### config.mk
export PLATFORM = sky130hd
export DESIGN_NAME = uart_rx_ctrl
export DESIGN_NICKNAME = d
export VERILOG_FILES = /design/src/rtl/uart_rx_ctrl.sv
export SDC_FILE = /design/constraint.sdc
export NUM_CORES = 1
export LEC_CHECK = 0
export ABC_AREA = 1
export CORE_MARGIN = 4
export CORE_UTILIZATION = 50
export CTS_BUF_LIST = sky130_fd_sc_hd__clkbuf_8
export DETAILED_ROUTE_END_ITERATION = 16
export HOLD_SLACK_MARGIN = 0.06
export PLACE_DENSITY = 0.76
export SLEW_MARGIN = 20
export SYNTH_ARGS = -nofsm -noshare
export SYNTH_HDL_FRONTEND = slang
export SYNTH_SLANG_ARGS = --single-unit
### constraint.sdc
create_clock -name clock -period 2.7 [get_ports clock]
set_input_delay 0.405 -clock clock [delete_from_list [all_inputs] [get_ports clock]]
set_output_delay 0.405 -clock clock [all_outputs]
set_load 0.05 [all_outputs]
### src/rtl/uart_rx_ctrl.sv
// rtl/uart_rx_ctrl.sv - UART receive controller: config sequencing, byte events, byte FIFO, counters
module uart_rx_ctrl #(
  parameter int         DEPTH      = 4,
  parameter int         CNT_W      = 8,
  parameter int         SETTLE     = 16,
  parameter bit         DROP_ERR   = 1'b1,
  parameter logic [1:0] RST_PARITY = 2'b00,
  parameter logic [1:0] RST_BAUD   = 2'b10
) (
  input  logic             clock,
  input  logic             rst,
  input  logic             cfg_wr,
  input  logic [1:0]       cfg_parity,
  input  logic [1:0]       cfg_baud,
  output logic             cfg_busy,
  output logic [1:0]       parity_type,
  output logic [1:0]       baud_rate,
  input  logic             rx_active,
  input  logic             rx_done,
  input  logic [2:0]       rx_error,
  input  logic [7:0]       rx_data,
  output logic             m_valid,
  input  logic             m_ready,
  output logic [7:0]       m_data,
  output logic [2:0]       m_err,
  input  logic             clr_cnt,
  output logic [CNT_W-1:0] err_cnt,
  output logic [CNT_W-1:0] ovf_cnt,
  output logic             ovf_flag
);

  localparam int AW = $clog2(DEPTH);
  localparam int SW = (SETTLE > 1) ? $clog2(SETTLE) : 1;
  localparam logic [SW-1:0]    SETTLE_LAST = SW'(SETTLE - 1);
  localparam logic [SW-1:0]    SETTLE_ONE  = SW'(1);
  localparam logic [AW:0]      PTR_ONE     = (AW + 1)'(1);
  localparam logic [CNT_W-1:0] CNT_MAX     = '1;
  localparam logic [CNT_W-1:0] CNT_ONE     = CNT_W'(1);

  typedef enum logic [1:0] {ST_IDLE, ST_BUSY, ST_APPLY, ST_SETTLE} state_t;

  state_t           state_q;
  logic             pend_q;
  logic [1:0]       pend_parity_q, pend_baud_q;
  logic [1:0]       parity_q, baud_q;
  logic [SW-1:0]    settle_q;
  logic             active_s1_q, active_s2_q;
  logic             done_s1_q, done_s2_q, done_s3_q;
  logic [AW:0]      wr_q, wr_d, rd_q, rd_d;
  logic [10:0]      mem_q [DEPTH];
  logic [CNT_W-1:0] err_cnt_q, err_cnt_d, ovf_cnt_q, ovf_cnt_d;
  logic             ovf_flag_q, ovf_flag_d;

  logic ev, accept, has_err, push, pop, full, empty, wr_en, overflow;
  logic [10:0] head;

  always_ff @(posedge clock or negedge rst) begin
    if (!rst) begin
      active_s1_q <= 1'b0;
      active_s2_q <= 1'b0;
      done_s1_q   <= 1'b0;
      done_s2_q   <= 1'b0;
      done_s3_q   <= 1'b0;
    end else begin
      active_s1_q <= rx_active;
      active_s2_q <= active_s1_q;
      done_s1_q   <= rx_done;
      done_s2_q   <= done_s1_q;
      done_s3_q   <= done_s2_q;
    end
  end

  // Reconfiguration only happens with the receiver idle; BUSY exits straight to APPLY.
  always_ff @(posedge clock or negedge rst) begin
    if (!rst) begin
      state_q       <= ST_IDLE;
      pend_q        <= 1'b0;
      pend_parity_q <= RST_PARITY;
      pend_baud_q   <= RST_BAUD;
      parity_q      <= RST_PARITY;
      baud_q        <= RST_BAUD;
      settle_q      <= '0;
    end else begin
      if (cfg_wr) begin
        pend_q        <= 1'b1;
        pend_parity_q <= cfg_parity;
        pend_baud_q   <= cfg_baud;
      end
      case (state_q)
        ST_IDLE: begin
          if (active_s2_q)  state_q <= ST_BUSY;
          else if (pend_q)  state_q <= ST_APPLY;
        end
        ST_BUSY: begin
          if (!active_s2_q) state_q <= pend_q ? ST_APPLY : ST_IDLE;
        end
        ST_APPLY: begin
          parity_q <= pend_parity_q;
          baud_q   <= pend_baud_q;
          if (!cfg_wr) pend_q <= 1'b0;
          settle_q <= '0;
          state_q  <= ST_SETTLE;
        end
        default: begin
          if (settle_q == SETTLE_LAST) state_q <= ST_IDLE;
          else                         settle_q <= settle_q + SETTLE_ONE;
        end
      endcase
    end
  end

  assign cfg_busy    = pend_q | (state_q == ST_APPLY) | (state_q == ST_SETTLE);
  assign parity_type = parity_q;
  assign baud_rate   = baud_q;

  assign ev       = done_s2_q & ~done_s3_q;
  assign accept   = ev & ((state_q == ST_IDLE) | (state_q == ST_BUSY));
  assign has_err  = |rx_error;
  assign push     = accept & ~(DROP_ERR & has_err);
  assign empty    = (wr_q == rd_q);
  assign full     = (wr_q[AW] != rd_q[AW]) && (wr_q[AW-1:0] == rd_q[AW-1:0]);
  assign pop      = ~empty & m_ready;
  assign wr_en    = push & (~full | pop);
  assign overflow = push & full & ~pop;

  always_comb begin
    wr_d = wr_en ? wr_q + PTR_ONE : wr_q;
    rd_d = pop   ? rd_q + PTR_ONE : rd_q;
  end

  always_ff @(posedge clock) begin
    if (wr_en) mem_q[wr_q[AW-1:0]] <= {rx_error, rx_data};
  end

  always_ff @(posedge clock or negedge rst) begin
    if (!rst) begin
      wr_q <= '0;
      rd_q <= '0;
    end else begin
      wr_q <= wr_d;
      rd_q <= rd_d;
    end
  end

  assign head    = mem_q[rd_q[AW-1:0]];
  assign m_valid = ~empty;
  assign m_data  = m_valid ? head[7:0] : 8'h00;
  assign m_err   = (m_valid && !DROP_ERR) ? head[10:8] : 3'b000;

  // Clear takes priority over any same-cycle increment.
  always_comb begin
    err_cnt_d  = err_cnt_q;
    ovf_cnt_d  = ovf_cnt_q;
    ovf_flag_d = ovf_flag_q;
    if (clr_cnt) begin
      err_cnt_d  = '0;
      ovf_cnt_d  = '0;
      ovf_flag_d = 1'b0;
    end else begin
      if (accept && has_err && err_cnt_q != CNT_MAX) err_cnt_d = err_cnt_q + CNT_ONE;
      if (overflow) begin
        if (ovf_cnt_q != CNT_MAX) ovf_cnt_d = ovf_cnt_q + CNT_ONE;
        ovf_flag_d = 1'b1;
      end
    end
  end

  always_ff @(posedge clock or negedge rst) begin
    if (!rst) begin
      err_cnt_q  <= '0;
      ovf_cnt_q  <= '0;
      ovf_flag_q <= 1'b0;
    end else begin
      err_cnt_q  <= err_cnt_d;
      ovf_cnt_q  <= ovf_cnt_d;
      ovf_flag_q <= ovf_flag_d;
    end
  end

  assign err_cnt  = err_cnt_q;
  assign ovf_cnt  = ovf_cnt_q;
  assign ovf_flag = ovf_flag_q;

endmodule

==> flow_results.org, run 1 <==
** Floorplan
- In this run the horizontal extent of the chip is 92.8 microns.
- Boundary pin count :: 56
- Core Rows :: 30
- Die height :: 92.8 microns
- After floorplanning, the core was sized to cover 6910 sq um.
- The die covers 8610 sq um.
- Once the floorplan was initialized, standard cells occupied 52.1% of the core.

** Power
- Of the total power, the clock network draws 19.6%.
- In this run the static leakage power is 1.97 nW.
- In this run switching power makes up 44.1% of total power.
- The design draws 4.19 mW.
- IR analysis of the VDD net gives a maximum drop of 0.572 mV.
- Combinational logic is responsible for 45.0% of the overall power.
- Sequential cells account for 35.4% of the total power.
- Power spread over the standard cell area amounts to 959 nW/um^2.
- Net load switching power :: 1.85 mW
- The internal power of the cells totals 2.34 mW.

** Drt
- Dividing the detail-routed via count by the number of cells gives 4.95.
- Across all layers, the routed design uses 2679 vias.
- DR WL/cell :: 13.1 microns
- After the first detailed-routing iteration, the DRC count stood at 178.
- Remaining antenna violation count after routing :: 0
- After detailed routing, the total wire length is 7060 microns.
- Router iterations before antenna repair :: 4
- After detailed routing, the number of remaining DRC violations is 0.

** Clock network
- Worst-case clock buffer depth :: 2
- Insertion delay of the later-clocked pin in the worst-skew pair :: 350 ps
- Clock tree synthesis inserted a total of 9 buffers.
- Library cell used as clock root buffer :: sky130_fd_sc_hd__clkbuf_8
- TritonCTS clock tree :: done
- H-Tree Depth :: 3
- Number of buffers inserted for hold repair after clock tree synthesis :: 0
- After clock tree synthesis, the clock-pin slew on the worst setup and hold paths is 80 ps.
- Clk sinks :: 75

** Timing
- Setup repair after global routing left no endpoint under its margin.
- Transition time at the pin with the least slew margin :: 636 ps
- The final max-slew violation count was 0.
- Setup violations remaining at the end of the flow were counted as 0.
- Headroom to the max-slew limit came out at 57.4%.
- Maximum achievable frequency :: 442 MHz
- Min Clock Period, post-route :: 2260 ps
- Final worst-path cycle share :: 83.8%
- Post-Route Skew :: 8.95 ps
- Final Hold Vio Count :: 0
- Accumulated negative setup slack :: 0 ps

** Critical path
- CP Max Fanout :: 6
- WS Path Type :: flip-flop to output pin
- The worst register-to-register path ends at mem_q[1][2].
- Counting buffers and inverters, the worst setup path is 4 cells deep.
- Type of destination of the critical path :: output pin
- Data arrival time of the worst path :: 1860 ps
- WP data required :: 2300 ps
- Cells along the critical path :: inv_1 -> nand2_1 -> nand3_1 -> clkdlybuf4s50_1
- Setup crit start kind :: flip-flop
- The worst register-to-register path has a setup slack of 770 ps.
- Path depth of the worst reg2reg path :: 6
- On the worst path, the slowest cell contributes a delay of 810 ps.
- The critical path contains buffers and inverters numbering 2 combined.
- On the critical path the largest part of the delay comes from buffers and inverters.
- Crit path max-delay cell type :: sky130_fd_sc_hd__clkdlybuf4s50_1
- Launch instance of the worst register-to-register path :: rd_q[1]

** Logic synthesis
- Summed over all instances, the cell type with the most area after synthesis is sky130_fd_sc_hd__dfrtp_1.
- In the synthesized netlist the async set-or-reset flop fraction comes to 57.3%.
- The average instance in the mapped netlist occupies 9.44 sq um.
- Synthesis handed over a netlist of 381 instances.
- The synthesized netlist occupies a cell area of 3600 sq um.
- Yosys Warn Count :: 0
- By area the synthesized netlist is led by sky130_fd_sc_hd__dfrtp_1 29%, sky130_fd_sc_hd__edfxtp_1 27%, sky130_fd_sc_hd__nand2_1 9.2%, sky130_fd_sc_hd__nor2_1 4.2%, sky130_fd_sc_hd__o21ai_0 4.2%.
- The number of different library cells used by synthesis comes to 35.
- Counting flops with a built-in enable in the synthesized netlist gives 32.
- Among all flip-flop cells after synthesis, the most frequent one is sky130_fd_sc_hd__dfrtp_1.
- After synthesis the netlist holds a flip-flop and latch count of 75.
- Summed over its instances, the top area cell type makes up 28.5% of the synthesized netlist area.
- Sequential elements use 56.7% of the synthesized area.

** Status
- Run status :: complete, no violations

** Placement
- Detailed placement finished with a half-perimeter wire length of 5020 microns.
- Summing all placed instances gives a cell area of 4190 sq um.
- The count of buffers added on input and output ports is 52.
- In this run, placement finished with an instance count of 525.
- At the end of routability-driven placement, the weighted congestion stood at 0.795.

** Global route
- The first global-routing pass estimated 12100 microns of wire.
- Global routing used 18.2% of the available tracks across all layers.
- The initial antenna violation count is 0.
- Global routing finished with a remaining overflow of 0.
- Entering global routing, the biggest net connects 44 pins.
- The via count of the first global-routing pass is 2538.

** Final layout
- Number of fill cells :: 561
- The library cell used most frequently in the layout, excluding fill and tap cells, is sky130_fd_sc_hd__nand2_1.
- The repair_antennas step left the layout with diodes totalling 0.
- Non-filler instance count after layout :: 541
- After the last flow step, the layout net total stands at 470.
- Fin area :: 4370 sq um
- Leaving out fill and tap cells, the most frequent cells in the layout are 88 x sky130_fd_sc_hd__nand2_1, 42 x sky130_fd_sc_hd__clkdlybuf4s50_1, 41 x sky130_fd_sc_hd__dfrtp_1.
- Relative area change from synthesis to final layout :: 21.6%
- Cells with a size suffix above 1 make up 12.1% of the layout.

** Worst hold path
- The tightest min-delay check is of the primary input to asynchronous set/reset pin type.

** Job
- Max-cap violation count :: 0
==> flip-flops by register name (all words and copies together), names as in the netlist, 2 cells and up <==
name	flops
mem_q	32
err_cnt	8
ovf_cnt	8
settle_q	4
rd_q	3
wr_q	3
baud_rate	2
parity_type	2
pend_baud_q	2
pend_parity_q	2
state_q	2
==> cell usage after synthesis, drive strengths merged (5+ instances only) <==
master  instances
nand2          96
nor2           45
inv            43
dfrtp          41
o21ai          34
edfxtp         32
nand3          28
buf            10
ha              8
o22ai           8
a21oi           5
nor3            5
==> final cells by class <==
type                    count  area (sq um)  area share, %
clock buffers               9           124           2.83
clock inverters             7          60.1           1.37
multi-input cells         251          1310           29.9
well taps                  96           120           2.75
flip-flops and latches     75          2040           46.6
repair buffers             59           553           12.6
inverters                  44           170           3.89
==> metal layers <==
metal / wire length, microns / global-route usage, % / vias up / share of wire (%)
met5: 0 / 0 / - / 0
met4: 126 / 8.06 / 0 / 1.8
met3: 366 / 4.22 / 10 / 5.2
met2: 3230 / 27.2 / 60 / 46
met1: 3350 / 25.4 / 1257 / 47
li1: - / - / 1352 / -
==> cells by family (layout without fill, tap and decap cells) <==
group / count (synthesis) / after routing / synth area share [%]
adder cells (fa/ha/maj): 8 / 8 / 2.78
multiplexers: 1 / 1 / 0.278
buffers and inverters: 57 / 119 / 7.13
XOR/XNOR: 7 / 7 / 1.70
flip-flops: 75 / 75 / 56.7
AO/OA/AOI/OAI: 50 / 50 / 7.76
other: 1 / 3 / 0.104
AND/OR/NAND/NOR: 182 / 182 / 23.5
==> power groups by stage <==
stage          clock network (mW)  logic [mW]  registers, mW
2_1_floorplan                   0        1.34           1.58
3_3_place_gp                    0        1.86           1.50
3_5_place_dp                    0        1.89           1.50
4_1_cts                     0.845        1.90           1.48
5_1_grt                     0.899        2.06           1.51
6_report                    0.822        1.89           1.49
==> how the worst max path moves through the flow <==
stage / start / endpoint / slack [ps]
floorplan: wr_q[0] / m_data[0] / 960
detailed placement: rx_error[1] / mem_q[1][5] / 440
finish: state_q[0] / cfg_busy / 440
global route: state_q[0] / cfg_busy / 320
global placement: rd_q[1] / m_valid / 540
CTS: rd_q[1] / m_valid / 100
==> timing repair <==
action / 4_1_cts / 5_1_grt
buffers inserted: 0 / 0
resized for setup: 0 / 1
endpoints found under the setup margin: 0 / 1
==> metrics by stage <==
stage	worst slack (ps)	util, %	hold WS [ps]
after floorplan	960	-	109
after global placement	536	60.6	331
after detailed placement	435	60.6	336
after CTS	98.2	63.3	235
after global routing	316	63.3	72.7
final	437	63.3	30.0
Note: power is estimated with default switching activity, not from simulation.
==> run 2: changes to the inputs <==
==> constraint.sdc (replaced) <==
create_clock -name clock -period 2.3 [get_ports clock]
set_input_delay 0.345 -clock clock [delete_from_list [all_inputs] [get_ports clock]]
set_output_delay 0.345 -clock clock [all_outputs]
set_load 0.05 [all_outputs]
==> run 2 against run 1 <==
Effect of this change: register-to-register slack got worse by 100 ps; via count up 0.82%; sequential share of layout area fell by 1.3 points; die area unchanged; first-iteration DRC count down 4.5%; flip-flop and latch count unchanged; routed wire length grew 0.89%; cell area is 3.0% higher; sequential power up 18%; non-clock buffer count rose by 2.
==> flow_results.org, run 2 (synthesis results as in run 1) <==
** Timing
- Number of max-slew violations in the final report :: 0
- RSZ-0062 raised after global routing :: false
- Tightest hold margin :: 353 ps
- Accumulated negative setup slack :: 0 ps
- Final Hold Vio Count :: 0
- Fin worst setup slack :: 208 ps
- Setup violations remaining at the end of the flow were counted as 0.
- Final worst-path cycle share :: 91.0%
- The smallest clock period supported by the final layout is computed as 2090 ps.
- Post-Route Skew :: 8.30 ps
- Transition time at the pin with the least slew margin :: 629 ps
- Maximum achievable frequency :: 478 MHz
- Max-slew headroom :: 58.0%

** Critical path
- The worst register-to-register path begins at rd_q[1].
- Maximum single-stage delay on the critical path :: 520 ps
- At the worst endpoint, the required time is 1960 ps.
- STA classifies the critical path startpoint as a flip-flop.
- Cells along the critical path :: buf_4 -> o21ai_0 -> o22ai_1 -> nand2_1 -> inv_1 -> buf_12
- Type of destination of the critical path :: output pin
- Timing startpoint of the critical path :: rd_q[0]
- In this run the critical register-to-register path is captured at mem_q[3][4].
- Together, buffers and inverters on the worst path number 3.
- Crit path max-delay cell type :: sky130_fd_sc_hd__dfrtp_1
- WS Path Type :: flip-flop to output pin
- Setup slack of the worst register-to-register path :: 670 ps
- Path depth of the worst reg2reg path :: 7
- The cell family contributing the most delay on the critical path is flip-flops.
- Data arrival time of the worst path :: 1750 ps
- CP Max Fanout :: 16

** Global route
- Global-route wire length before repair :: 12100 microns
- Pin count of the biggest net entering global routing :: 29
- Total global routing track utilization :: 17.9%
- The via count of the first global-routing pass was 2578.
- The initial antenna violation count is 0.
- After global routing the overflow that remains totals 0.

** Drt
- Dividing the detail-routed wire length by the instance count gives 13.1 microns.
- Final wirelength :: 7130 microns
- Across all layers, the routed design uses 2701 vias.
- The first routing iteration left 170 violations.
- The pre-antenna-repair detailed-routing pass consisted of 4 iterations.
- Using the TritonRoute via totals, the vias-per-cell ratio works out to 4.97.
- Number of DRC violations after detailed routing :: 0
- Remaining antenna violation count after routing :: 0

** Final layout
- The area growth from synthesis to layout is 25.3%.
- Layout cell share with drive strength beyond 1 :: 13.2%
- The library cell used most frequently in the layout, excluding fill and tap cells, is sky130_fd_sc_hd__nand2_1.
- Top library cells by usage in the layout, fill and taps aside :: 88 x sky130_fd_sc_hd__nand2_1, 41 x sky130_fd_sc_hd__clkdlybuf4s50_1, 40 x sky130_fd_sc_hd__nor2_1, 40 x sky130_fd_sc_hd__dfrtp_1, 39 x sky130_fd_sc_hd__inv_1
- Utilization after layout :: 65.2%
- In the final design database the tool counted 472 nets.
- The repair_antennas step left the layout with diodes totalling 0.
- Number of flip-flops under the largest register name :: 32
- Fill cells in the final layout number 564.

** Clock network
- Number of CTS-inserted buffers :: 9
- Clock tree synthesis found a total of 75 sinks.
- TritonCTS clock tree :: done
- Clock tree synthesis selected as its root buffer the cell sky130_fd_sc_hd__clkbuf_8.
- The longest clock path from root to sink contains 2 buffers.
- Clock-pin slew was measured on the worst setup and hold paths at 80 ps.
- The H-tree was split into 3 levels.
- In this run the post-CTS setup repair buffer count came out at 0.
- At the later pin of the worst-skew pair, clock insertion delay measures 340 ps.

** Floorplan
- From bottom edge to top edge, the die measures 92.8 microns.
- CORE AREA :: 6910 sq um
- 56 I/O pins were placed.
- The initial utilization of the core area, before any placement, comes to 52.1%.
- Die area :: 8610 sq um
- The floorplan has 30 rows.
- Die span in x :: 92.8 microns

** Power
- Power density relative to cell area :: 1190 nW/um^2
- VDD sags by at most 0.666 mV.
- Leakage power figure :: 2.00 nW

** Worst hold path
- Cell depth of the worst min-delay path :: 0
- In this run the most critical hold path is launched from done_s1_q.
- Min-Delay Endpoint :: done_s2_q
- In this run the worst hold path is classified as flip-flop to flip-flop.

** Placement
- Worst setup timing slack at the placement stage :: 430 ps
- DPL Wire Length :: 5230 microns
- Number of input and output port buffers inserted :: 52
- Final weighted congestion in routability-driven placement :: 0.828

** Job
- Max-cap violation count :: 0

** Status
- The run finished with clean final reports.
## run 2: where the power goes
part           internal [mW]  switching [mW]
clock network          0.495           0.487
logic                   1.03            1.58
registers               1.57           0.194
## run 2: cell type report
cell class / count / area (sq um) / share of cell area (%)
Inverter: 44 / 170 / 3.78
Clock buffer: 9 / 124 / 2.75
Multi-Input combinational cell: 251 / 1310 / 29.0
Tap cell: 96 / 120 / 2.67
Timing Repair Buffer: 61 / 673 / 14.9
Sequential cell: 75 / 2040 / 45.3
Clock inverter: 7 / 68.8 / 1.53
## run 2: repair_timing
| action | in CTS | in global routing |
|---|---|---|
| endpoints found under the setup margin | 0 | 8 |
| hold buffers | 1 | 0 |
| endpoints found under the hold margin | 26 | 0 |
| gates resized for setup | 0 | 1 |
## run 2: layer usage
| layer | global-route usage [%] | wire, microns | vias to the layer above |
|---|---|---|---|
| met1 | 24.1 | 3290 | 1265 |
| li1 | - | - | 1362 |
| met4 | 6.47 | 95 | 0 |
| met3 | 4.55 | 395 | 9 |
| met2 | 27.8 | 3350 | 65 |
| met5 | 0 | 0 | - |
## run 2: worst register-to-register path: cells and delay by family, from the launching register on
kind	cells	cell delay, ps
DFF	1	500
and+or+nand+nor	4	310
buffers and inverters	2	360
AOI/OAI and AO/OA	1	220
## run 2: how the worst max path moves through the flow
stage | to | cells past startpoint
floorplan | m_data[0] | 7
finish | m_data[1] | 6
global route | m_data[7] | 8
global placement | mem_q[3][5] | 7
detailed placement | mem_q[3][7] | 7
CTS | m_data[6] | 8
## run 2: stage by stage
stage	power (mW)	cells	area, sq um
2_1_floorplan	3.43	383	3600
3_3_place_gp	4.35	526	4300
3_5_place_dp	4.41	526	4300
4_1_cts	5.39	543	4500
5_1_grt	5.68	543	4500
6_report	5.36	543	4500
==> run 3: changes to the inputs <==
--- a/config.mk
+++ b/config.mk
@@ -9,6 +9,7 @@
 export CORE_MARGIN = 4
 export CORE_UTILIZATION = 50
 export CTS_BUF_LIST = sky130_fd_sc_hd__clkbuf_8
+export CTS_CLUSTER_SIZE = 14
 export DETAILED_ROUTE_END_ITERATION = 16
 export HOLD_SLACK_MARGIN = 0.06
 export PLACE_DENSITY = 0.76
==> results of run 3 <==
Final layout, timing and power as in run 2 (identical DEF).
==> patch (config.mk and constraints of run 2) <==
Put one more register stage on the output `err_cnt`. The value now appears one clock later. The other outputs are not delayed to match.
--- a/src/rtl/uart_rx_ctrl.sv
+++ b/src/rtl/uart_rx_ctrl.sv
@@ -177,7 +177,9 @@
     end
   end
 
-  assign err_cnt  = err_cnt_q;
+  always_ff @(posedge clock) begin
+    err_cnt <= err_cnt_q;
+  end
   assign ovf_cnt  = ovf_cnt_q;
   assign ovf_flag = ovf_flag_q;
 
Behaviour: not the same (a bounded check fails within 4 cycles, from zero or initial values and one cycle with rst low).
==> patch against run 2 <==
  * Design area up 3.1%
  * Via count up 0.93%
  * Cell count shrank 0.55%
  * Highest routed layer unchanged
  * Setup slack worse by 43 ps
  * Largest cell class unchanged
  * Sequential cell count up 8
  * Area after synthesis up 3.9%
  * Routed wire length grew 3.9%
  * First-iteration DRC count is 13% lower
  * Total power down 0.85%
==> patch: results (changes against run 2) <==
[sta]
tightest_slew_ps=553  ; was 629 ps
clock_skew_ps=11.8  ; was 8.30 ps

[drt]
finalWirelength_microns=7400  ; was 7130 microns
vias=2726  ; was 2701
detail_route.iter0.violations=148  ; was 170
drt_pass1_iterations=4  ; unchanged

[grt]
grtUsageTotal=0.181  ; was 0.179
grt_pass1_vias=2603  ; was 2578
antenna_violations_before_repair=0  ; unchanged
global_route_wire_length_before_repair_microns=12400  ; was 12100 microns
grt_max_degree=44  ; was 29

[hold_path]
hp-class=in2async  ; was reg2reg

[placed_design]
numPortBuffers=52  ; unchanged
placed_area_sq_um=4440  ; was 4300 sq um
place_worst_setup_slack_ps=328  ; was 430 ps
gp_congestion=0.815  ; was 0.828
detailed_place_hpwl_microns=5200  ; was 5230 microns

[power]
static-leakage-power_nw=2.03  ; was 2.00 nW
worst_vdd_ir_mv=0.591  ; was 0.666 mV

[final_layout]
diodes=0  ; unchanged
num-nets-final=466  ; was 472
drive_gt1_frac=0.132  ; about the same

[cts]
clk_latency_ps=350
root_buffer=clkbuf_8  ; unchanged
htree_levels=3  ; unchanged
numCtsBuffers=9  ; unchanged
cts.repair_timing.setup_buffer_count=0  ; unchanged
cts_buffer_depth=2  ; unchanged
cts.reportedPaths.clkPinSlew_ps=80  ; about the same

[logic_synthesis]
synth_common_cells=nand2_1 (83), nor2_1 (43), dfrtp_1 (41)  ; was nand2_1 (88), dfrtp_1 (41), nor2_1 (40)
synth_sequential_area_ratio=0.589  ; was 0.567
synth_top_cells_by_area=dfrtp_1 (27%), edfxtp_1 (26%), nand2_1 (8.3%)  ; was dfrtp_1 (29%), edfxtp_1 (27%), nand2_1 (9.2%)
post_synth_num_cell_types=39  ; was 35
synthesis.yosys.warnings=0  ; unchanged
synthFlopType=dfrtp_1  ; unchanged
synthArstFlopShare=0.518  ; was 0.573

[critical_path]
crit_path_max_fanout=18  ; was 16
timing.critical_path.arrival_ps=1790  ; was 1750 ps

[outcome]
outcome=finished, final reports clean  ; unchanged

patch: through the flow:
stage	hold WS (ps)	std cells	util	total power [mW]
final	51.1	540	0.640	5.31
after global placement	333	524	0.613	4.24
after global routing	90.4	540	0.640	5.63
after detailed placement	336	524	0.613	4.31
after floorplan	49.4	377	-	3.41
after CTS	60.2	540	0.640	5.35
patch: cells by family after synthesis:
logic type      share of synthesized area
compound gates                     0.0673
simple gates                        0.222
fa+ha+maj                          0.0268
flops                               0.589
other cells                       0.00100
buf+inv                            0.0633
xor+xnor                           0.0305
patch: critical path: stages (launching register included):
cell and delay (ps):
dfrtp_1 470, inv_6 160, nand2_2 80, nand2_4 80, nand3_2 240, nand2_1 170
inv_1 80, buf_12 150
patch: area by class of cell:
| cell class | instances | area, sq um |
|---|---|---|
| Fill cell | 590 | 2610 |
| Sequential cell | 83 | 2200 |
| Multi-Input combinational cell | 243 | 1310 |
| Timing Repair Buffer | 59 | 656 |
| Inverter | 40 | 158 |
| Clock buffer | 9 | 124 |
| Tap cell | 99 | 124 |
| Clock inverter | 7 | 68.8 |
patch: worst paths after layout:
check                                            from                       end  slack [ps]  depth (start not counted)
worst min register to register  active_s1_q$_DFF_PN0_     active_s2_q$_DFF_PN0_         350                          0
worst max-delay path              rd_q[0]$_DFFE_PN0P_                 m_data[3]         160                          7
worst min-delay path                              rst  err_cnt_q[3]$_DFFE_PN0P_          50                          2
worst max register to register    rd_q[0]$_DFFE_PN0P_     mem_q[0][3]$_DFFE_PP_         640                          9
min in group clock              active_s1_q$_DFF_PN0_     active_s2_q$_DFF_PN0_         350                          0
max in group asynchronous                         rst  baud_rate[1]$_DFFE_PN1P_        1850                          2
patch: power breakdown:
group / switching, mW / total, mW / internal, mW
registers: 0.167 / 1.87 / 1.70
clock network: 0.515 / 1.01 / 0.495
logic: 1.49 / 2.43 / 0.936
total: 2.18 / 5.31 / 3.13
patch: what timing repair did:
| item | 4_1_cts | 5_1_grt |
|---|---|---|
| endpoints found under the setup margin | 8 | 2 |
| hold endpoints to repair | 0 | 0 |
| resized for setup | 1 | 1 |
| gates cloned | 0 | 0 |
patch: metal layers:
metal / vias to the layer above / part of all wire / GRT usage
li1: 1336 / - / -
met1: 1293 / 0.47 / 0.252
met2: 85 / 0.46 / 0.275
met3: 12 / 0.054 / 0.0367
met4: 0 / 0.017 / 0.0770
met5: - / 0 / 0
